`src/rtl/ncc_pkg.sv`:
```
// Shared definitions for the NCC descriptor-load path: geometry, pixel/word types and packer states.
package ncc_pkg;

    localparam int unsigned NCC_DESC_PIXELS  = 256;
    localparam int unsigned NCC_PIX_PER_WORD = 4;
    localparam int unsigned NCC_DESC_WORDS   = NCC_DESC_PIXELS / NCC_PIX_PER_WORD;
    localparam int unsigned NCC_PIX_W        = 8;
    localparam int unsigned NCC_WORD_W       = NCC_PIX_W * NCC_PIX_PER_WORD;
    localparam int unsigned NCC_LANE_W       = $clog2(NCC_PIX_PER_WORD);
    localparam int unsigned NCC_WIDX_W       = $clog2(NCC_DESC_WORDS);

    typedef enum logic {PK_IDLE, PK_PACK} packState_t;

    typedef logic [NCC_PIX_W-1:0]  pixel_t;
    typedef logic [NCC_WORD_W-1:0] word_t;

endpackage

```
`src/rtl/byte_lane_packer.sv`:
```
// Four-lane pixel assembly register plus the registered output word and its one-cycle strobe.
module byte_lane_packer
    import ncc_pkg::*;
(
    input  logic                  clk,
    input  logic                  rst,
    input  logic                  accept_i,
    input  logic [NCC_LANE_W-1:0] lane_i,
    input  pixel_t                pix_i,
    output word_t                 word_o,
    output logic                  strobe_o
);

    localparam logic [NCC_LANE_W-1:0] LAST_LANE = NCC_LANE_W'(NCC_PIX_PER_WORD - 1);

    logic [NCC_PIX_PER_WORD-1:0][NCC_PIX_W-1:0] lanes_q, lanes_d;
    word_t                                      word_q, word_d;
    logic                                       strobe_q, strobe_d;
    logic [NCC_LANE_W-1:0]                      slot_c;

    // Lane 0 lands in the most significant byte, so the packed slot is mirrored.
    assign slot_c = LAST_LANE - lane_i;

    always_comb begin
        lanes_d  = lanes_q;
        word_d   = word_q;
        strobe_d = 1'b0;
        if (accept_i) begin
            lanes_d[slot_c] = pix_i;
            if (lane_i == LAST_LANE) begin
                word_d   = word_t'(lanes_d);
                strobe_d = 1'b1;
            end
        end
    end

    always_ff @(posedge clk) begin
        if (rst) begin
            lanes_q  <= '0;
            word_q   <= '0;
            strobe_q <= 1'b0;
        end else begin
            lanes_q  <= lanes_d;
            word_q   <= word_d;
            strobe_q <= strobe_d;
        end
    end

    assign word_o   = word_q;
    assign strobe_o = strobe_q;

endmodule

```
`src/rtl/desc_word_packer.sv`:
```
// Packs a 256-pixel raster descriptor into exactly 64 strobed 32-bit words for the PE grid loader.
module desc_word_packer
    import ncc_pkg::*;
(
    input  logic                  clk,
    input  logic                  rst,
    input  logic                  start,
    input  logic                  pix_valid,
    input  logic [NCC_PIX_W-1:0]  pix_data,
    output logic                  pix_ready,
    output logic                  desc_data_ready,
    output logic [NCC_WORD_W-1:0] desc_data_in,
    output logic                  busy,
    output logic                  done,
    output logic [NCC_WIDX_W-1:0] word_idx
);

    localparam logic [NCC_LANE_W-1:0] LAST_LANE = NCC_LANE_W'(NCC_PIX_PER_WORD - 1);
    localparam logic [NCC_WIDX_W-1:0] LAST_WORD = NCC_WIDX_W'(NCC_DESC_WORDS - 1);

    packState_t            state_q, state_d;
    logic [NCC_LANE_W-1:0] byte_cnt_q, byte_cnt_d;
    logic [NCC_WIDX_W-1:0] word_cnt_q, word_cnt_d;
    logic [NCC_WIDX_W-1:0] word_idx_q, word_idx_d;
    logic                  done_q, done_d;
    logic                  accept_c;

    // Next-state, counters and the registered done/word_idx updates.
    always_comb begin
        state_d    = state_q;
        byte_cnt_d = byte_cnt_q;
        word_cnt_d = word_cnt_q;
        word_idx_d = word_idx_q;
        done_d     = 1'b0;
        accept_c   = 1'b0;
        case (state_q)
            PK_IDLE: begin
                if (start) begin
                    state_d    = PK_PACK;
                    byte_cnt_d = '0;
                    word_cnt_d = '0;
                end
            end
            PK_PACK: begin
                accept_c = pix_valid;
                if (pix_valid) begin
                    byte_cnt_d = byte_cnt_q + NCC_LANE_W'(1);
                    if (byte_cnt_q == LAST_LANE) begin
                        word_idx_d = word_cnt_q;
                        word_cnt_d = word_cnt_q + NCC_WIDX_W'(1);
                        // Leaving on the last word's edge lets a waiting start chain the next descriptor.
                        if (word_cnt_q == LAST_WORD) begin
                            state_d = PK_IDLE;
                            done_d  = 1'b1;
                        end
                    end
                end
            end
            default: state_d = PK_IDLE;
        endcase
    end

    always_ff @(posedge clk) begin
        if (rst) begin
            state_q    <= PK_IDLE;
            byte_cnt_q <= '0;
            word_cnt_q <= '0;
            word_idx_q <= '0;
            done_q     <= 1'b0;
        end else begin
            state_q    <= state_d;
            byte_cnt_q <= byte_cnt_d;
            word_cnt_q <= word_cnt_d;
            word_idx_q <= word_idx_d;
            done_q     <= done_d;
        end
    end

    byte_lane_packer u_lanes (
        .clk      (clk),
        .rst      (rst),
        .accept_i (accept_c),
        .lane_i   (byte_cnt_q),
        .pix_i    (pix_data),
        .word_o   (desc_data_in),
        .strobe_o (desc_data_ready)
    );

    assign pix_ready = (state_q == PK_PACK);
    assign busy      = (state_q == PK_PACK);
    assign done      = done_q;
    assign word_idx  = word_idx_q;

endmodule

```
`config.mk`:
```
export PLATFORM = sky130hd
export DESIGN_NAME = desc_word_packer
export DESIGN_NICKNAME = d
export VERILOG_FILES = /design/src/rtl/ncc_pkg.sv /design/src/rtl/byte_lane_packer.sv /design/src/rtl/desc_word_packer.sv
export SDC_FILE = /design/constraint.sdc
export NUM_CORES = 1
export LEC_CHECK = 0
export ABC_AREA = 0
export BUFFER_PORTS_ARGS = -buffer_cell sky130_fd_sc_hd__buf_2
export CAP_MARGIN = 20
export CORE_MARGIN = 1.5
export CORE_UTILIZATION = 52
export CTS_BUF_LIST = sky130_fd_sc_hd__clkbuf_4 sky130_fd_sc_hd__clkbuf_8
export DETAILED_ROUTE_END_ITERATION = 8
export GPL_TIMING_DRIVEN = 1
export PLACE_DENSITY = 0.78
export SLEW_MARGIN = 0
export SYNTH_ARGS = -nofsm -noshare
export SYNTH_HDL_FRONTEND = slang
export SYNTH_SLANG_ARGS = --single-unit
export TNS_END_PERCENT = 30
```
`constraint.sdc`:
```
create_clock -name clk -period 1.3 [get_ports clk]
set_input_delay 0 -clock clk [delete_from_list [all_inputs] [get_ports clk]]
set_output_delay 0 -clock clk [all_outputs]
set_load 0.01 [all_outputs]
```
== Word-level counts from Yosys, hierarchy flattened ==
Cells that the tools add are included.

* Flip-flop bits (word level): 81
* Bits in latches: 0
* Bits in writable memories: 0
* ROM bits: 0
* Bits of input ports: 12
* Logic and storage cells: 50
* Memories: 0

* Add/sub/neg operators: 3
* $mul: 0
* Div/mod/pow operators: 0
* $lt $le $gt $ge: 2
* Eq/ne operators: 5
* Shifts and indexed selects: 0
* Mux-type cells: 18
* Bitwise gates (word level): 4
* Reductions and logical operators: 7

{| class="wikitable"
|+ Operators by type and width
! cell !! number
|-
| 32-bit bitwise mux || 1
|-
| 6-bit two-way mux || 3
|-
| 8-bit demux with 2-bit select || 1
|-
| 6-bit one-hot mux with 2 select lines || 1
|-
| 8-bit two-way mux || 1
|-
| 1-bit two-way mux || 7
|-
| 6-bit by 1-bit adder with 6-bit output, second input constant || 1
|-
| 6-bit == test, second input constant || 1
|-
| 3-bit AND reduction || 2
|-
| 2-bit two-way mux || 2
|-
| 2-bit inequality test, second input constant || 2
|-
| 1-bit inverter || 4
|-
| 2-bit one-hot mux with 2 select lines || 1
|-
| 2-bit AND reduction || 2
|-
| 4-bit OR reduction || 1
|-
| 2-bit by 3-bit less-than comparator with 1-bit output, second input constant || 1
|-
| 2-bit by 1-bit adder with 2-bit output, second input constant || 1
|-
| 2-bit == test, second input constant || 1
|-
| 2-bit by 1-bit greater-or-equal comparator with 1-bit output, second input constant || 1
|-
| 2-bit by 1-bit inequality test with 1-bit output, second input constant || 1
|-
| 1-bit one-hot mux with 2 select lines || 1
|-
| 2-bit OR reduction || 1
|-
| 2-bit subtractor, first input constant || 1
|-
| 1-bit logical AND || 1
|}

== Depth between registers and ports, before layout ==
Gate-level depths: netlist (run 1).

* Depth after elaboration: 6
* Gate-level depth with buffers: 6
* Depth with buffers taken out: 5

== Modules after synthesis ==
Synthesis (run 1) repeated with hierarchy kept, for this count alone.

* Cell total of the unflattened synthesis: 280
* Area, all modules: 2937.8 µm²

{| class="wikitable"
|+ By module, submodules not included
! module !! times used !! cells each !! area each (µm²) !! seq. area each (µm²)
|-
| byte_lane_packer || 1 || 200 || 2243.4 || 1141.1
|-
| desc_word_packer || 1 || 80 || 694.4 || 320.3
|}

== Worst setup path before layout (run 1) ==
Ideal clock, no wire load.

* Path type: reg-to-reg
* Start point: reg byte_cnt_q[0]
* End point: reg u_lanes.lanes_q[24] in the netlist's numbering
* Data arrival time: 1.238 ns
* Required time: 1.172 ns
* Path slack: -0.066 ns
* Stages on the path, launching flop included: 7
* Clock period less this slack: 1.366 ns
* Cell sequence: dfxtp_1 -> inv_1 -> ha_1 -> buf_2 -> nand3_2 -> mux2i_1 -> nor2_1

* Cells in the longest elaborated chain, start to end: 6
* Elaborated cells between the ends (all ways): 7
* Classes of those cells: add/sub: 1; order compare: 2; mux: 3; reduce/logical: 1

{| class="wikitable"
|+ Ends and longest elaborated chain
! what !! line !! RTL
|-
| start, declared || desc_word_packer.sv:22 || <nowiki>logic [NCC_LANE_W-1:0] byte_cnt_q, byte_cnt_d;</nowiki>
|-
| start signal, assigned || desc_word_packer.sv:72 || <nowiki>byte_cnt_q <= byte_cnt_d;</nowiki>
|-
| 2-bit subtractor * || byte_lane_packer.sv:22 || <nowiki>assign slot_c = LAST_LANE - lane_i;</nowiki>
|-
| 2-bit by 3-bit less-than comparator with 1-bit output (implied by the code) or 2-bit by 1-bit greater-or-equal comparator with 1-bit output (tied branches) || byte_lane_packer.sv:29 || <nowiki>lanes_d[slot_c] = pix_i;</nowiki>
|-
| 1-bit logical AND (implied by the code) || byte_lane_packer.sv:29 ||
|-
| 8-bit two-way mux (implied by the code) || byte_lane_packer.sv:29 ||
|-
| 8-bit demux with 2-bit select * || - ||
|-
| 32-bit bitwise mux * || byte_lane_packer.sv:29 ||
|-
| end signal, assigned || byte_lane_packer.sv:43 || <nowiki>lanes_q <= lanes_d;</nowiki>
|-
| end, declared || byte_lane_packer.sv:16 || <nowiki>logic [NCC_PIX_PER_WORD-1:0][NCC_PIX_W-1:0] lanes_q, lanes_d;</nowiki>
|}

Mark *: on every way between the ends. The rest lies on a longest branch, timed or not.
A chain may end at the register's enable or synchronous reset.

== Final worst setup path (run 1) ==
* Start point: reg byte_cnt_q[0]
* End point: reg u_lanes.word_q[23], in the netlist u_lanes.word_o[23]

* Cells in the longest elaborated chain, start to end: 6
* Elaborated cells between the ends (all ways): 9
* Classes of those cells: add/sub: 1; order compare: 2; eq/ne: 1; mux: 3; reduce/logical: 2

{| class="wikitable"
|+ Ends and longest elaborated chain
! what !! line !! RTL
|-
| 2-bit subtractor || byte_lane_packer.sv:22 ||
|-
| 2-bit by 3-bit less-than comparator with 1-bit output (implied by the code) or 2-bit by 1-bit greater-or-equal comparator with 1-bit output (tied branches) || byte_lane_packer.sv:29 ||
|-
| 1-bit logical AND (implied by the code) || byte_lane_packer.sv:29 ||
|-
| 8-bit two-way mux (implied by the code) || byte_lane_packer.sv:29 ||
|-
| 8-bit demux with 2-bit select || - ||
|-
| 32-bit bitwise mux || byte_lane_packer.sv:29 ||
|-
| end signal, assigned || byte_lane_packer.sv:44 || <nowiki>word_q <= word_d;</nowiki>
|-
| end, declared || byte_lane_packer.sv:17 || <nowiki>word_t word_q, word_d;</nowiki>
|}

Parallel ways exist; a longest one is shown, timed or not.

==> results of run 1 <==
stage by stage:
step	hold slack, ps	instance area, um2	TNS [ps]	total power (uW)
final	60.17	4044	-365.8	4418
after detailed placement	312.2	3532	-3183	2624
after global routing	76.12	4044	-1457	4592
after global placement	317.6	3532	-155.4	2616
after CTS	41.13	3949	-354.5	4427
after floorplan	136.0	3120	-257.3	2505
Yosys cell counts, drive strengths merged:
library cell	count	area (um2)
nand4	1	6.260
mux2i	52	520.5
xnor2	1	8.760
ha	5	62.56
nand2b	2	12.51
nor3	3	15.01
a32oi	1	8.760
dfxtp	73	1461
nor4	1	6.260
nand3b	3	22.52
a211oi	25	297.8
a21oi	19	95.09
nand3	9	60.06
or3b	3	26.28
nand2	31	116.4
inv	2	7.510
buf	16	130.1
and3	1	6.260
and3b	1	8.760
nor2	52	195.2
clkbuf	10	37.54
metal layers:
| metal | GRT usage, % | up-vias | routed length [um] |
|---|---|---|---|
| met1 | 29.99 | 1196 | 3243 |
| met5 | 0 | - | 0 |
| met2 | 41.51 | 61 | 3825 |
| li1 | - | 1222 | - |
| met4 | 7.931 | 0 | 131 |
| met3 | 5.341 | 13 | 286 |
registers in the layout (all words and copies together), names as in the netlist:
signal / cells
busy: 1
byte_cnt_q: 2
done: 1
u_lanes.lanes_q: 24
u_lanes.strobe_o: 1
u_lanes.word_o: 32
word_cnt_q: 6
word_idx: 6
power groups by stage:
stage / Combinational [uW] / Sequential, uW / Clock [uW]
final: 364 / 2270 / 1780
after global routing: 386 / 2270 / 1930
after CTS: 342 / 2270 / 1810
after detailed placement: 304 / 2320 / 0
after global placement: 298 / 2320 / 0
after floorplan: 187 / 2320 / 0
worst max-delay path: cells and delay by family, from the launching register on:
kind	cells	cell delay (ps)
flip-flops	1	370
buffers and inverters	2	340
AND/OR/NAND/NOR	1	190
AO/OA/AOI/OAI	1	190
adder cells (fa/ha/maj)	1	170
cell families (layout without fill, tap and decap cells):
kind of cell,after synthesis,count (layout),share of synthesized area [%]
xor gates and xnor gates,1,1,0.2821
buffers and inverters,28,108,5.641
and+or+nand+nor,107,107,15.31
muxes,52,52,16.76
AOI/OAI and AO/OA,45,45,12.93
adders and majority gates,5,5,2.015
DFF,73,73,47.06
final cells by class:
cell class | instances | area (um2) | share of cell area (%)
inverter | 2 | 7.507 | 0.1856
tap | 72 | 90.09 | 2.228
clock inverter | 3 | 40.04 | 0.9901
clock buffer | 13 | 160.2 | 3.960
sequential | 73 | 1470 | 36.36
timing repair buffer | 90 | 676.9 | 16.74
multi-input combinational | 210 | 1599 | 39.54
final timing paths:
| kind | end | slack [ps] | cells after the start |
|---|---|---|---|
| max reg2reg | u_lanes.word_o[23]$_SDFFE_PP0P_ | -50 | 5 |
| min reg2reg | word_idx[3]$_SDFFE_PP0P_ | 460 | 2 |
| min | u_lanes.lanes_q[31]$_SDFFE_PP0N_ | 60 | 2 |
| max | u_lanes.word_o[23]$_SDFFE_PP0P_ | -50 | 5 |
repair_timing:
item                       4_1_cts  5_1_grt
setup buffers                    0        2
hold buffers                     9        0
resized for setup               16       17
pin swaps                        0        2
setup endpoints to repair       56       52
hold endpoints to repair         9        0
cloned                           2        1
==> results.toml, run 1 <==
[status]
run_status = "finished with violations"
violations = "negative setup slack"

[route]
antenna_left = 0
wl_mm = 7.488
drtPass1Iterations = 4
vias_per_cell = 5.382
first_iter_violations = 131
wire_per_inst_um = 16.17
route.detailed.drc = 0
vias = 2492

[pwr]
combinationalPowerShare_pct = 8.2
p_seq_share_pct = 51.4
power_leakage_uw = 0.001717
switchingPower_uw = 1009
internal-power_uw = 3409
p_clk_share_pct = 40.3
p_sw_share_pct = 22.83
ir_worst_vdd_mv = 0.7284
p_per_area_mw_per_mm2 = 1092

[timing]
rsz0062_at_grt = "yes"
slew_viol_final = 0
worstMarginPinSlew_ps = 389.4
hold_viol = 0
period_needed_ps = 1349
slew_headroom_pct = 74.04
setup_ws_ps = -48.91
fmax_mhz = 741.3
fin_skew_ps = 5.045
finalSetupViolCount = 18
min_period_over_period_pct = 103.8

[cells_and_area]
layout.nets = 403
fillers = 400
layout.cells.non_filler = 463
layout_commonest_cell = "dfxtp_1"
area_growth_pct = 30.22
fin_util_pct = 71.68
diodes = 0
final_cell_mix = "dfxtp_1 (70), buf_2 (53), nor2_1 (49), mux2i_1 (46), nand2_1 (31)"
drive_gt1_share_pct = 37.34

[setup_path]
cp_cell_sequence = "ha_4 > and3_4 > buf_4 > clkbuf_16 > a211oi_4"
critical_path.slowest_cell = "dfxtp_4"
crit_type = "reg2reg"
crit_start = "byte_cnt_q[0]$_SDFFE_PP0P_"
cpPeakStageDelay_ps = 370
crit_required_ps = 1560
arrival_ps = 1610
cp-end-kind = "flip-flop"
r2r_start = "byte_cnt_q[0]$_SDFFE_PP0P_"
critPathMaxFanout = 8
cp-start-kind = "flip-flop"

[global_routing]
antenna_found_initial = 0
grt_pass1_wl_mm = 11.74
grt_pass1_vias = 2372
grt.overflow.total = 0
grt_max_degree = 23
gr-usage-all-layers_pct = 24.23

[floorplan]
rows = 27
die_y_um = 80.28
core_mm2 = 0.005642
io_pins = 54
initial_utilization_pct = 55.05
dieArea_mm2 = 0.006445
die_width_um = 80.28

[logic_synthesis]
syn_avg_cell_area_um2 = 9.985
yosysSeqAreaShare_pct = 47.06
synth.distinct_cells = 26
ys_warn_count = 0
synth_seq_cells = 73
syn_area_mm2 = 0.003105
synth.net_count = 328
syn_inst = 311

[clock_network]
clkSinkCount = 73
clk_path_buf_depth = 2
cts_made_buffers = 9
cts-root-buf = "clkbuf_8"
cts_tree = "done"
clk_pin_slew_worst_paths_ps = 70
htree_levels = 3
clkLatencyLatePin_ps = 340

[hold_path]
min_path_type = "in2reg"
hold_start = "rst"

[run]
max_cap_viol_count = 0

[placed_design]
post-place-ws_ps = -138.7
port_buffers = 53
place_inst = 433
gp_congestion = 0.8042
dp_hpwl_mm = 4.567
Note: power is estimated with default switching activity, not from simulation.
==> run 2: changes to the inputs <==
- MAX_ROUTING_LAYER: unset -> met4
==> run 2 against run 1 <==
  * The run still ends with negative setup slack left
  * Count of clock-buffer cells in the layout is the same
  * Via count grew 0.84%
  * Worst setup slack is essentially flat
  * First-iteration DRC count grew 22%
  * Flip-flop and latch count is the same
  * Final area is the same
  * Fmax is essentially flat
  * Core utilization is the same
  * Critical path type unchanged
==> results.toml, run 2 (synthesized netlist as in run 1, its figures left out) <==
[placed_design]
placed_cell_area_mm2 = 0.003532
port_buffers = 53
place_inst = 433
gp_congestion = 0.8159
dp_hpwl_mm = 4.567

[pwr]
p_per_area_mw_per_mm2 = 1093
power_leakage_uw = 0.001717
ir_worst_vdd_mv = 0.7246
power_uw = 4421

[setup_path]
arrival_ps = 1610
critPathMaxFanout = 8
cp_cell_sequence = "ha_4 > and3_4 > buf_4 > clkbuf_16 > a211oi_4"
critPathTopFamily = "flip-flops"
critical_path.slowest_cell = "dfxtp_4"
cpPeakStageDelay_ps = 370
crit_required_ps = 1570
crit_buf_inv = 2
cp-end-kind = "flip-flop"
crit_type = "reg2reg"
cp-start-kind = "flip-flop"

[cells_and_area]
largest_reg_flops = 32
fillers = 400
area_growth_pct = 30.22
final_cell_mix = "dfxtp_1 (70), buf_2 (53), nor2_1 (49), mux2i_1 (46), nand2_1 (31)"
diodes = 0
drive_gt1_share_pct = 37.34
layout_commonest_cell = "dfxtp_1"
fin_area_mm2 = 0.004044
layout.nets = 403
layout.cells.non_filler = 463

[status]
violations = "negative setup slack"
run_status = "finished with violations"

[global_routing]
grt.overflow.total = 0
gr-usage-all-layers_pct = 24.96
antenna_found_initial = 0
grt_pass1_vias = 2365
grt_max_degree = 23
grt_pass1_wl_mm = 11.79

[clock_network]
cts_tree = "done"
clkLatencyLatePin_ps = 340
clk_path_buf_depth = 2
clk_pin_slew_worst_paths_ps = 70
clkSinkCount = 73
cts-root-buf = "clkbuf_8"
htree_levels = 3
cts_made_buffers = 9

[timing]
hold_viol = 0
worstMarginPinSlew_ps = 390.9
min_period_over_period_pct = 103.8
finalSetupViolCount = 17
rsz0062_at_grt = "yes"
period_needed_ps = 1349
setup_ws_ps = -49.27
fin_skew_ps = 5.466
slew_headroom_pct = 73.94
slew_viol_final = 0
fmax_mhz = 741.1
fin_hold_ws_ps = 61.62

[route]
route.detailed.drc = 0
vias_per_cell = 5.428
wire_per_inst_um = 16.24
antenna_left = 0
wl_mm = 7.517
vias = 2513
drtPass1Iterations = 4
first_iter_violations = 160

[floorplan]
core_mm2 = 0.005642
rows = 27
die_y_um = 80.28
initial_utilization_pct = 55.05
dieArea_mm2 = 0.006445
die_width_um = 80.28
io_pins = 54

[hold_path]
min_path_type = "in2reg"

[run]
max_cap_viol_count = 0
==> run 2: power breakdown <==
part	switching, uW	internal (uW)	leakage [uW]
logic	206	158	0.00102
clock network	788	998	0.000108
registers	18.1	2250	0.000591
total	1010	3410	0.00172
==> run 2: area by class of cell <==
class                   count  area, um2  area share [%]
clock buffers              13      160.2           3.960
clock inverters             3      40.04          0.9901
inverters                   2      7.507          0.1856
multi-input cells         210       1599           39.54
flip-flops and latches     73       1470           36.36
well taps                  72      90.09           2.228
repair buffers             90      676.9           16.74
==> run 2: metrics by stage <==
stage | TNS, ps | worst slack (ps) | utilization, %
2_1_floorplan | -257.3 | -32.16 | -
3_3_place_gp | -155.4 | -14.62 | 62.61
3_5_place_dp | -3183 | -138.7 | 62.61
4_1_cts | -354.5 | -56.68 | 69.99
5_1_grt | -1688 | -84.02 | 71.68
6_report | -396.4 | -49.27 | 71.68
==> run 2: worst paths after layout <==
path | startpoint | endpoint | slack, ps | cells past startpoint
max | byte_cnt_q[0]$_SDFFE_PP0P_ | u_lanes.word_o[23]$_SDFFE_PP0P_ | -50 | 5
min | rst | u_lanes.lanes_q[31]$_SDFFE_PP0N_ | 60 | 2
max reg2reg | byte_cnt_q[0]$_SDFFE_PP0P_ | u_lanes.word_o[23]$_SDFFE_PP0P_ | -50 | 5
min reg2reg | word_idx[3]$_SDFFE_PP0P_ | word_idx[3]$_SDFFE_PP0P_ | 460 | 2
==> run 2: worst reg2reg max path: stages (launching register included) <==
cell and delay (ps):
dfxtp_4 370, ha_4 170, and3_4 190, buf_4 170, clkbuf_16 170, a211oi_4 200
==> run 2: layer usage <==
layer	vias to the layer above	global-route usage [%]	routed length, um
met1	1212	30.35	3210
met2	72	41.34	3820
met4	0	7.931	105
met3	9	5.341	381
li1	1220	-	-
met5	-	-	0
==> run 2: repair_timing <==
action / 4_1_cts / 5_1_grt
gates resized for setup: 16 / 17
setup endpoints to repair: 56 / 54
cloned: 2 / 1
hold endpoints to repair: 9 / 0
pin swaps: 0 / 2
hold buffers: 9 / 0
buffers inserted: 0 / 2
==> run 3: changes to the inputs <==
- CORE_UTILIZATION: 52 -> 45
- PLACE_DENSITY: 0.78 -> 0.69
==> run 3 against run 2 <==
  * The flow still finishes with violations (negative setup slack)
  * Critical path depth did not move
  * First-iteration DRC count is 45% lower
  * Total power up 18%
  * Wire length fell by 1.7%
  * Register-to-register slack improved by 30 ps
  * Cell count is 2.8% higher
  * Worst setup slack improved by 28 ps
  * Fmax rose by 2.1%
  * Count of clock-buffer cells in the layout shrank 2
  * Core utilization shrank 8.7 points
  * Worst hold slack lost 8.4 ps
  * Sequential power hardly changed
  * Critical endpoint is now u_lanes.word_o[22]$_SDFFE_PP0P_
  * Largest cell class unchanged
==> results.toml, run 3 (synthesized netlist as in run 1, its figures left out) <==
[setup_path]
r2r_end = "u_lanes.word_o[22]$_SDFFE_PP0P_"
critPathMaxFanout = 11
worst_r2r_path_depth = 5
crit_required_ps = 1570
cp-end-kind = "flip-flop"
r2r_start = "byte_cnt_q[1]$_SDFFE_PP0P_"
cp-start-kind = "flip-flop"
arrival_ps = 1590
crit_type = "reg2reg"
ff2ff_setup_slack_ps = -20

[placed_design]
dp_hpwl_mm = 4.421
gp_congestion = 0.8069
post-place-ws_ps = -95.94
port_buffers = 53

[cells_and_area]
final_cell_mix = "dfxtp_1 (70), buf_2 (53), nor2_1 (49), mux2i_1 (46), nand2_1 (29)"
largest_reg_flops = 32
diodes = 0
drive_gt1_share_pct = 38.64
layout_commonest_cell = "dfxtp_1"
fin_util_pct = 63.02
fillers = 521
area_growth_pct = 36.34
layout.nets = 408

[clock_network]
clkSinkCount = 73
clk_pin_slew_worst_paths_ps = 70
cts_made_buffers = 9
cts-root-buf = "clkbuf_8"
htree_levels = 3
clk_path_buf_depth = 2
cts_tree = "done"
clkLatencyLatePin_ps = 350

[route]
highest_layer = "met4"
drtPass1Iterations = 4
drt-met1-wl_mm = 3.415
met3_length_um = 230
vias = 2476
wl_met2_mm = 3.532
route.detailed.drc = 0
vias_per_cell = 5.202
first_iter_violations = 88
wire_per_inst_um = 15.53
wl_mm = 7.391
antenna_left = 0

[hold_path]
worstHoldPathCells = 3
min_path_type = "in2reg"
hold_start = "pix_valid"
holdPathEnd = "byte_cnt_q[0]$_SDFFE_PP0P_"

[pwr]
ir_worst_vdd_mv = 1.311
p_per_area_mw_per_mm2 = 1230
power_leakage_uw = 0.001815

[floorplan]
die_y_um = 86.07
initial_utilization_pct = 46.22
core_mm2 = 0.006719
dieArea_mm2 = 0.007408
die_width_um = 86.07
rows = 30
io_pins = 54

[timing]
fmax_mhz = 757.0
setup_ws_ps = -21.07
fin_skew_ps = 4.794
min_period_over_period_pct = 101.6
rsz0062_at_grt = "yes"
hold_viol = 0
slew_viol_final = 0
period_needed_ps = 1321
finalSetupViolCount = 1
slew_headroom_pct = 76.13
worstMarginPinSlew_ps = 348.1

[global_routing]
grt.overflow.total = 0
grt_pass1_vias = 2255
grt_pass1_wl_mm = 11.10
gr-usage-all-layers_pct = 20.37
antenna_found_initial = 0
grt_max_degree = 36

[status]
violations = "negative setup slack"
run_status = "finished with violations"

[run]
max_cap_viol_count = 0
run 3: changes by cell type in the layout (fill, tap and decap cells not counted), sizes merged:
cell	delta
buf	+3
clkbuf	-1
clkinv	-2
bufinv	+4
dlygate4sd3	+1
run 3: per-stage QoR:
| stage | power, uW | hold WS, ps | setup TNS, ps | std cells | instance area (um2) |
|---|---|---|---|---|---|
| global placement | 2622 | 320.5 | -338.1 | 441 | 3567 |
| global route | 5362 | 63.79 | -484.3 | 476 | 4234 |
| detailed placement | 2628 | 320.9 | -1991 | 441 | 3567 |
| CTS | 5201 | 32.82 | -37.85 | 468 | 4051 |
| finish | 5207 | 53.18 | -21.07 | 476 | 4234 |
| floorplan | 2505 | 136.0 | -257.3 | 311 | 3120 |
run 3: timing repair:
item	CTS	global route
setup buffers	0	5
hold endpoints to repair	12	0
cloned	1	3
hold buffers	10	0
pin swaps	0	10
endpoints found under the setup margin	44	42
gates resized for setup	14	22
run 3: worst max path at each step:
stage / startpoint / end / slack [ps] / cells past startpoint
floorplan: byte_cnt_q[1]$_SDFFE_PP0P_ / u_lanes.lanes_q[16]$_SDFFE_PP0N_ / -30 / 6
global placement: byte_cnt_q[1]$_SDFFE_PP0P_ / u_lanes.word_o[12]$_SDFFE_PP0P_ / -30 / 5
detailed placement: byte_cnt_q[1]$_SDFFE_PP0P_ / u_lanes.word_o[12]$_SDFFE_PP0P_ / -100 / 5
CTS: byte_cnt_q[0]$_SDFFE_PP0P_ / u_lanes.word_o[12]$_SDFFE_PP0P_ / -20 / 5
global route: byte_cnt_q[1]$_SDFFE_PP0P_ / u_lanes.word_o[22]$_SDFFE_PP0P_ / -70 / 5
finish: byte_cnt_q[1]$_SDFFE_PP0P_ / u_lanes.word_o[22]$_SDFFE_PP0P_ / -20 / 5
run 3: worst max-delay path, cell delays in order (launching register included):
cell	delay (ps)
dfxtp_4	380
ha_4	140
and3_4	260
buf_12	150
nor2_1	60
a211oi_2	220
run 3: power breakdown:
group          switching (uW)  internal (uW)
Sequential               16.8           2250
Clock                     835           1740
Combinational             200            165
run 3: routing by layer:
| layer | global-route usage [%] | vias to the layer above |
|---|---|---|
| met5 | - | - |
| met4 | 8.651 | 0 |
| met3 | 5.005 | 16 |
| met2 | 31.28 | 60 |
| met1 | 25.60 | 1173 |
| li1 | - | 1227 |
run 3: final cells by class:
type | count | area, um2 | area share [%]
multi-input cells | 210 | 1598 | 37.74
flip-flops and latches | 73 | 1470 | 34.72
repair buffers | 95 | 763.2 | 18.03
clock inverters | 5 | 150.1 | 3.546
clock buffers | 11 | 145.1 | 3.428
well taps | 80 | 100.1 | 2.364
inverters | 2 | 7.507 | 0.1773
